===== src/rtl/adpll_pkg.sv =====
// adpll_pkg: shared state encoding and default widths for the ADPLL divider control.
package adpll_pkg;
    typedef enum logic [1:0] {IDLE, PEND, RUN} state_t;
    localparam int M_W_DEF    = 3;
    localparam int FRAC_W_DEF = 4;
endpackage


===== src/rtl/frac_accum.sv =====
// frac_accum: fractional phase accumulator; carry marks a period that needs N+1.
module frac_accum
    import adpll_pkg::*;
#(
    parameter int FRAC_W = FRAC_W_DEF
) (
    input  logic              clk,
    input  logic              reset,
    input  logic              en,
    input  logic              clr,
    input  logic [FRAC_W-1:0] frac,
    output logic              carry
);
    logic [FRAC_W-1:0] acc;
    logic [FRAC_W:0]   sum;

    assign sum   = {1'b0, acc} + {1'b0, frac};
    assign carry = sum[FRAC_W];

    always_ff @(posedge clk) begin
        if (reset || clr)
            acc <= '0;
        else if (en)
            acc <= sum[FRAC_W-1:0];
    end
endmodule


===== src/rtl/div_ratio_ctrl.sv =====
// div_ratio_ctrl: accepts N+F/2^FRAC_W ratio configs and sequences the divider ratio M
// at divider period boundaries.
module div_ratio_ctrl
    import adpll_pkg::*;
#(
    parameter int M_W    = M_W_DEF,
    parameter int FRAC_W = FRAC_W_DEF
) (
    input  logic              clk,
    input  logic              reset,
    input  logic              cfg_valid,
    output logic              cfg_ready,
    input  logic [M_W-1:0]    cfg_int,
    input  logic [FRAC_W-1:0] cfg_frac,
    input  logic              div_tick,
    output logic [M_W-1:0]    M,
    output logic              apply_pulse,
    output logic              cfg_err,
    output logic              running
);
    state_t            state, state_nx;
    logic [M_W-1:0]    sh_n, act_n, m_nx;
    logic [FRAC_W-1:0] sh_f, act_f;
    logic              acc_ok, bad, take, tick_run, apply, stop, carry;
    logic              ap_q, err_q;

    frac_accum #(.FRAC_W(FRAC_W)) u_accum (
        .clk   (clk),
        .reset (reset),
        .en    (tick_run),
        .clr   (apply),
        .frac  (act_f),
        .carry (carry)
    );

    always_comb begin
        acc_ok   = cfg_valid && state != PEND;
        // N=max with a fraction would overflow N+1; N=1 with a fraction is meaningless
        bad      = acc_ok && cfg_frac != '0 && (cfg_int == '1 || cfg_int == M_W'(1));
        take     = acc_ok && !bad;
        tick_run = div_tick && state == RUN;
        apply    = div_tick && state == PEND;
        stop     = apply && sh_n == '0;
        state_nx = take ? PEND : apply ? (stop ? IDLE : RUN) : state;
        m_nx     = apply ? (stop ? M_W'(1) : sh_n) : tick_run ? act_n + M_W'(carry) : M;
    end

    always_ff @(posedge clk) begin
        if (reset) begin
            state <= IDLE;
            M     <= M_W'(1);
            sh_n  <= '0;
            sh_f  <= '0;
            act_n <= '0;
            act_f <= '0;
            ap_q  <= 1'b0;
            err_q <= 1'b0;
        end else begin
            state <= state_nx;
            M     <= m_nx;
            ap_q  <= apply;
            err_q <= bad;
            if (take) begin
                sh_n <= cfg_int;
                sh_f <= cfg_frac;
            end
            if (apply && !stop) begin
                act_n <= sh_n;
                act_f <= sh_f;
            end
        end
    end

    assign cfg_ready   = !reset && state != PEND;
    assign running     = !reset && state == RUN;
    assign apply_pulse = !reset && ap_q;
    assign cfg_err     = !reset && err_q;
endmodule


===== config.mk =====
export PLATFORM = sky130hd
export DESIGN_NAME = div_ratio_ctrl
export DESIGN_NICKNAME = d
export VERILOG_FILES = /design/src/rtl/adpll_pkg.sv /design/src/rtl/frac_accum.sv /design/src/rtl/div_ratio_ctrl.sv
export SDC_FILE = /design/constraint.sdc
export NUM_CORES = 1
export LEC_CHECK = 0
export ABC_AREA = 1
export CAP_MARGIN = 20
export CORE_MARGIN = 2
export CORE_UTILIZATION = 56
export CTS_CLUSTER_SIZE = 25
export DETAILED_ROUTE_END_ITERATION = 12
export PLACE_DENSITY = 0.91
export SYNTH_ARGS = -nofsm -noshare
export SYNTH_HDL_FRONTEND = slang
export SYNTH_SLANG_ARGS = --single-unit

===== constraint.sdc =====
create_clock -name clk -period 2.6 [get_ports clk]
set_input_delay 0.65 -clock clk [delete_from_list [all_inputs] [get_ports clk]]
set_output_delay 0.65 -clock clk [all_outputs]
set_load 0.02 [all_outputs]

Word-level counts from Yosys, hierarchy flattened
Cells that the tools add are included.
Word-level totals
  input bits: 11
  memory bits (read-only): 0
  output and inout bits: 7
  logic and storage cells: 45
  register bits: 25
  memory bits (writable): 0
  memories: 0
  bits in latches: 0
Cells by class
  reductions and logical operators: 22
  bitwise operators: 0
  divide/modulo/power cells: 0
  shift-type cells: 0
  $mul: 0
  $add $sub $neg: 2
  equality and inequality tests: 5
  muxes and demuxes: 6
  magnitude comparators: 0
Operators with widths (number)
  $logic_and 1x1->1: 12
  $mux 3: 3
  $add 4x4->5: 1
  $reduce_bool 2->1: 2
  $reduce_bool 4->1: 1
  $add 3x1->3: 1
  $eq 3x1->1 const B: 1
  $eq 3x3->1 const B: 1
  $logic_not 1->1: 3
  $logic_not 3->1: 1
  $eq 2x1->1 const B: 1
  $eq 2x2->1 const B: 1
  $logic_or 1x1->1: 2
  $mux 1: 2
  $mux 2: 1
  $ne 2x1->1 const B: 1
  $reduce_or 2->1: 1

Logic depth before layout (Yosys ltp)
Gate-level depths: netlist of the first run.
  depth in word-level cells: 7
  mapped depth: 9
  mapped depth without buffers: 9

Modules after synthesis
A second synthesis of the first run with hierarchy kept.
Unflattened totals
  cells, all modules: 167
  area, all modules: 1224.9 sq um
By module, submodules not included
  div_ratio_ctrl: area an instance 923.4 sq um, times used 1, sequential area each 420.4 sq um, cells an instance 125
  frac_accum: area an instance 301.5 sq um, times used 1, sequential area each 80.1 sq um, cells an instance 42

Worst setup path before layout of the first run
No wires, ideal clock.
  path kind: in2out
  start point: in reset
  end point: out cfg_ready
  data required time: 1.950 ns
  stages on the path: 2
  setup slack: 0.761 ns
  buffers on the path: 1
  arrival time: 1.189 ns
  cell sequence: clkbuf_1 a21oi_1
Between the ends
  longest elaborated chain between the ends: 2
Ends and longest elaborated chain
  from (decl): RTL line div_ratio_ctrl.sv:10  | input logic reset,
  $logic_not 1->1: RTL line div_ratio_ctrl.sv:74  | assign cfg_ready = !reset && state != PEND;
  $logic_and 1x1->1: RTL line div_ratio_ctrl.sv:74
  to (decl): RTL line div_ratio_ctrl.sv:12  | output logic cfg_ready,
Every way passes these cells.

Final worst setup path of the first run
  start point: in reset
  end point: out running
Between the ends
  longest elaborated chain between the ends: 2
Ends and longest elaborated chain
  $logic_not 1->1: RTL line div_ratio_ctrl.sv:75  | assign running = !reset && state == RUN;
  $logic_and 1x1->1: RTL line div_ratio_ctrl.sv:75
  to (decl): RTL line div_ratio_ctrl.sv:19  | output logic running
Every way passes these cells.

==> metrics.cfg, run 1 <==
[outcome]
status=finished, final reports clean

[critical_path]
critPathKind=in2out
critical_path.endpoint=running
slowest_stage=clkdlybuf4s50_1
cp-end-kind=primary output
rr_worst_depth=9
crit_path_max_incr_delay_ns=0.52
start_kind=input pin
startpoint=reset
rr_endpoint=M[2]
reg2reg_slack_ns=0.64
worst_ep_arrival_time_ns=1.71
worstPathMaxFanout=6
crit_chain=clkdlybuf4s50_1, nor3_1, dlygate4sd2_1
worstPathRequired_ns=1.95
timing.rr.start=u_accum.acc[0]

[die]
die-area_mm2=0.00255
fp-row-count=16
ios=18
fp.coreArea_mm2=0.00200
die_x_um=50.5
die_h_um=50.5
initial_core_util=0.604

[placed_design]
preCtsSetupSlack_ns=-0.0612
place_congestion=0.730
dp_hpwl_um=1880
place_inst=202
dpl_cell_area_mm2=0.00141
port_buffers=17

[synth]
synth_top_area_frac=0.414
yosys-top-cells-area=dfxtp_1 (41%), nand2_1 (10%), inv_1 (6.8%), ha_1 (6.2%), nor2_1 (5.3%)
synth-async-reset-ratio=0
synth_edf_count=0
synth_nets=177
yosys_warnings=0
yosysMostFrequentCell=nand2_1
netlist_area_mm2=0.00121
synth_cell_types=28
synth-seq-area-share=0.414
synth_cells=159
yosys.area.top_type=dfxtp_1
synth_common_cells=nand2_1 (33), dfxtp_1 (25), inv_1 (22), nor2_1 (17), a21oi_1 (9)
synth_area_per_cell_um2=7.61
ys.flop_type=dfxtp_1
ys_seq_elements=25

[power]
powerDensity_mw_per_mm2=495
p_int_mw=0.511
power_mw=0.712
p_leak_nw=0.714
share_comb_of_total_power=0.167
peakVddDrop_mv=0.334
swShare=0.283
power.switching_mw=0.201
power_frac_seq=0.585
clkPwrFrac=0.247

[detailed_routing]
drc=0
via_per_inst=5.22
wire_per_inst_um=11.5
antenna_left=0
via_count=1075
drt-initial-drc-count=19
dr.pass1.iters=4
wl_um=2370

[timing]
setup_ws_ns=0.242
post-route-period-util=0.907
final-hold-violation-count=0
worst_pin_slew_ns=0.266
min_period_ns=2.36
finalSetupViolCount=0
tns_ns=0
fin_worst_skew_ns=0.00967
rsz0062_at_grt=no
max_freq_ghz=0.424
slew_viol_final=0
hold_slack_ns=0.486
relSlewSlack=0.822

[finish]
num-nets-final=198
diodes=0
drive_above_1_share=0.0950
utilization=0.719
final_cell_count_no_fill=206
ff_latch_area_um2=500
multi_input_area_um2=584
nFillCells=169
syn2layout_area_growth_pct=19.0
stdcell_area_mm2=0.00144

[clock_tree]
clkTransAtPathRegs_ns=0.13
tritoncts=built
h-tree-depth=1
ctsHoldBuffers=0
post_cts_resized=1
clk_latency_ns=0.33
cts_buffer_depth=2
cts_sinks=25
cts_root_buf=clkbuf_4
cts_buffers=3
post_cts_buffers=0

[global_route]
grt_remaining_overflow=0
grt_max_degree=15
grt_antenna_before_repair=0
grt_usage=0.211
grt_pass1_wl_um=4100
grt_pass1_vias=997

[flow_run]
maxCapViolCount=0

[hold_path]
hp-class=reg2reg

-- registers in the layout, summed over array words and instances (netlist names), 2 cells and up --
| register | count |
|---|---|
| sh_n | 3 |
| u_accum.acc | 4 |
| act_n | 3 |
| sh_f | 4 |
| act_f | 4 |
| M | 3 |
| state | 2 |
-- layout make-up --
class	count	share of cell area
clock inverters	1	0.00348
clock buffers	3	0.0156
inverters	26	0.0712
well taps	27	0.0235
flip-flops and latches	25	0.348
repair buffers	19	0.133
multi-input cells	105	0.406
-- power groups by stage --
stage,sequential (mW),combinational (mW),clock [mW]
6_report,0.417,0.119,0.176
5_1_grt,0.420,0.134,0.188
4_1_cts,0.417,0.120,0.178
3_5_place_dp,0.425,0.120,0
3_3_place_gp,0.424,0.114,0
2_1_floorplan,0.424,0.0767,0
-- cell families (layout without fill, tap and decap cells) --
group	Yosys count	after routing	share of synthesized area
xor+xnor	2	2	0.0145
buf+inv	29	49	0.103
fa+ha+maj	7	7	0.0786
flops	25	25	0.414
simple gates	70	70	0.263
compound gates	26	26	0.127
-- routing by layer --
layer  wire length, µm  part of all wire  track usage  vias up
met3               111             0.047       0.0327        7
li1                  -                 -            -      554
met2              1130              0.47        0.351       34
met1              1070              0.45        0.260      480
met5                 0                 0            0        -
met4                64             0.027        0.117        0
-- layout by cell type (no fill, tap or decap), drive strengths merged, types with 3 or more instances in the layout --
cell type	instances
inv	25
nand4	6
ha	6
nand3	11
clkdlybuf4s50	13
nand2	35
a21oi	10
o21ai	11
dfxtp	25
clkbuf	3
dlymetal6s2s	3
nor2	17
-- worst max-delay path, delay by kind of cell --
family / cells / cell delay [ns]
AND/OR/NAND/NOR: 1 / 0.19
buffers and inverters: 2 / 0.87
-- worst min path at each step --
stage          slack [ns]       end  startpoint  cells after the start
4_1_cts              0.49      M[2]        M[2]                      2
2_1_floorplan        0.44  act_n[1]    act_n[1]                      2
5_1_grt              0.49      M[2]        M[2]                      2
6_report             0.49   sh_f[3]     sh_f[3]                      2
3_5_place_dp         0.47      M[2]        M[2]                      2
3_3_place_gp         0.45  act_n[1]    act_n[1]                      2
No activity file was read; power rests on OpenSTA's default activity.
==> inputs of run 2 (changes only) <==
CTS_CLUSTER_DIAMETER = 50   (was unset)
==> results of run 2 <==
The final DEF is identical to that of run 1; final timing and power are the same.
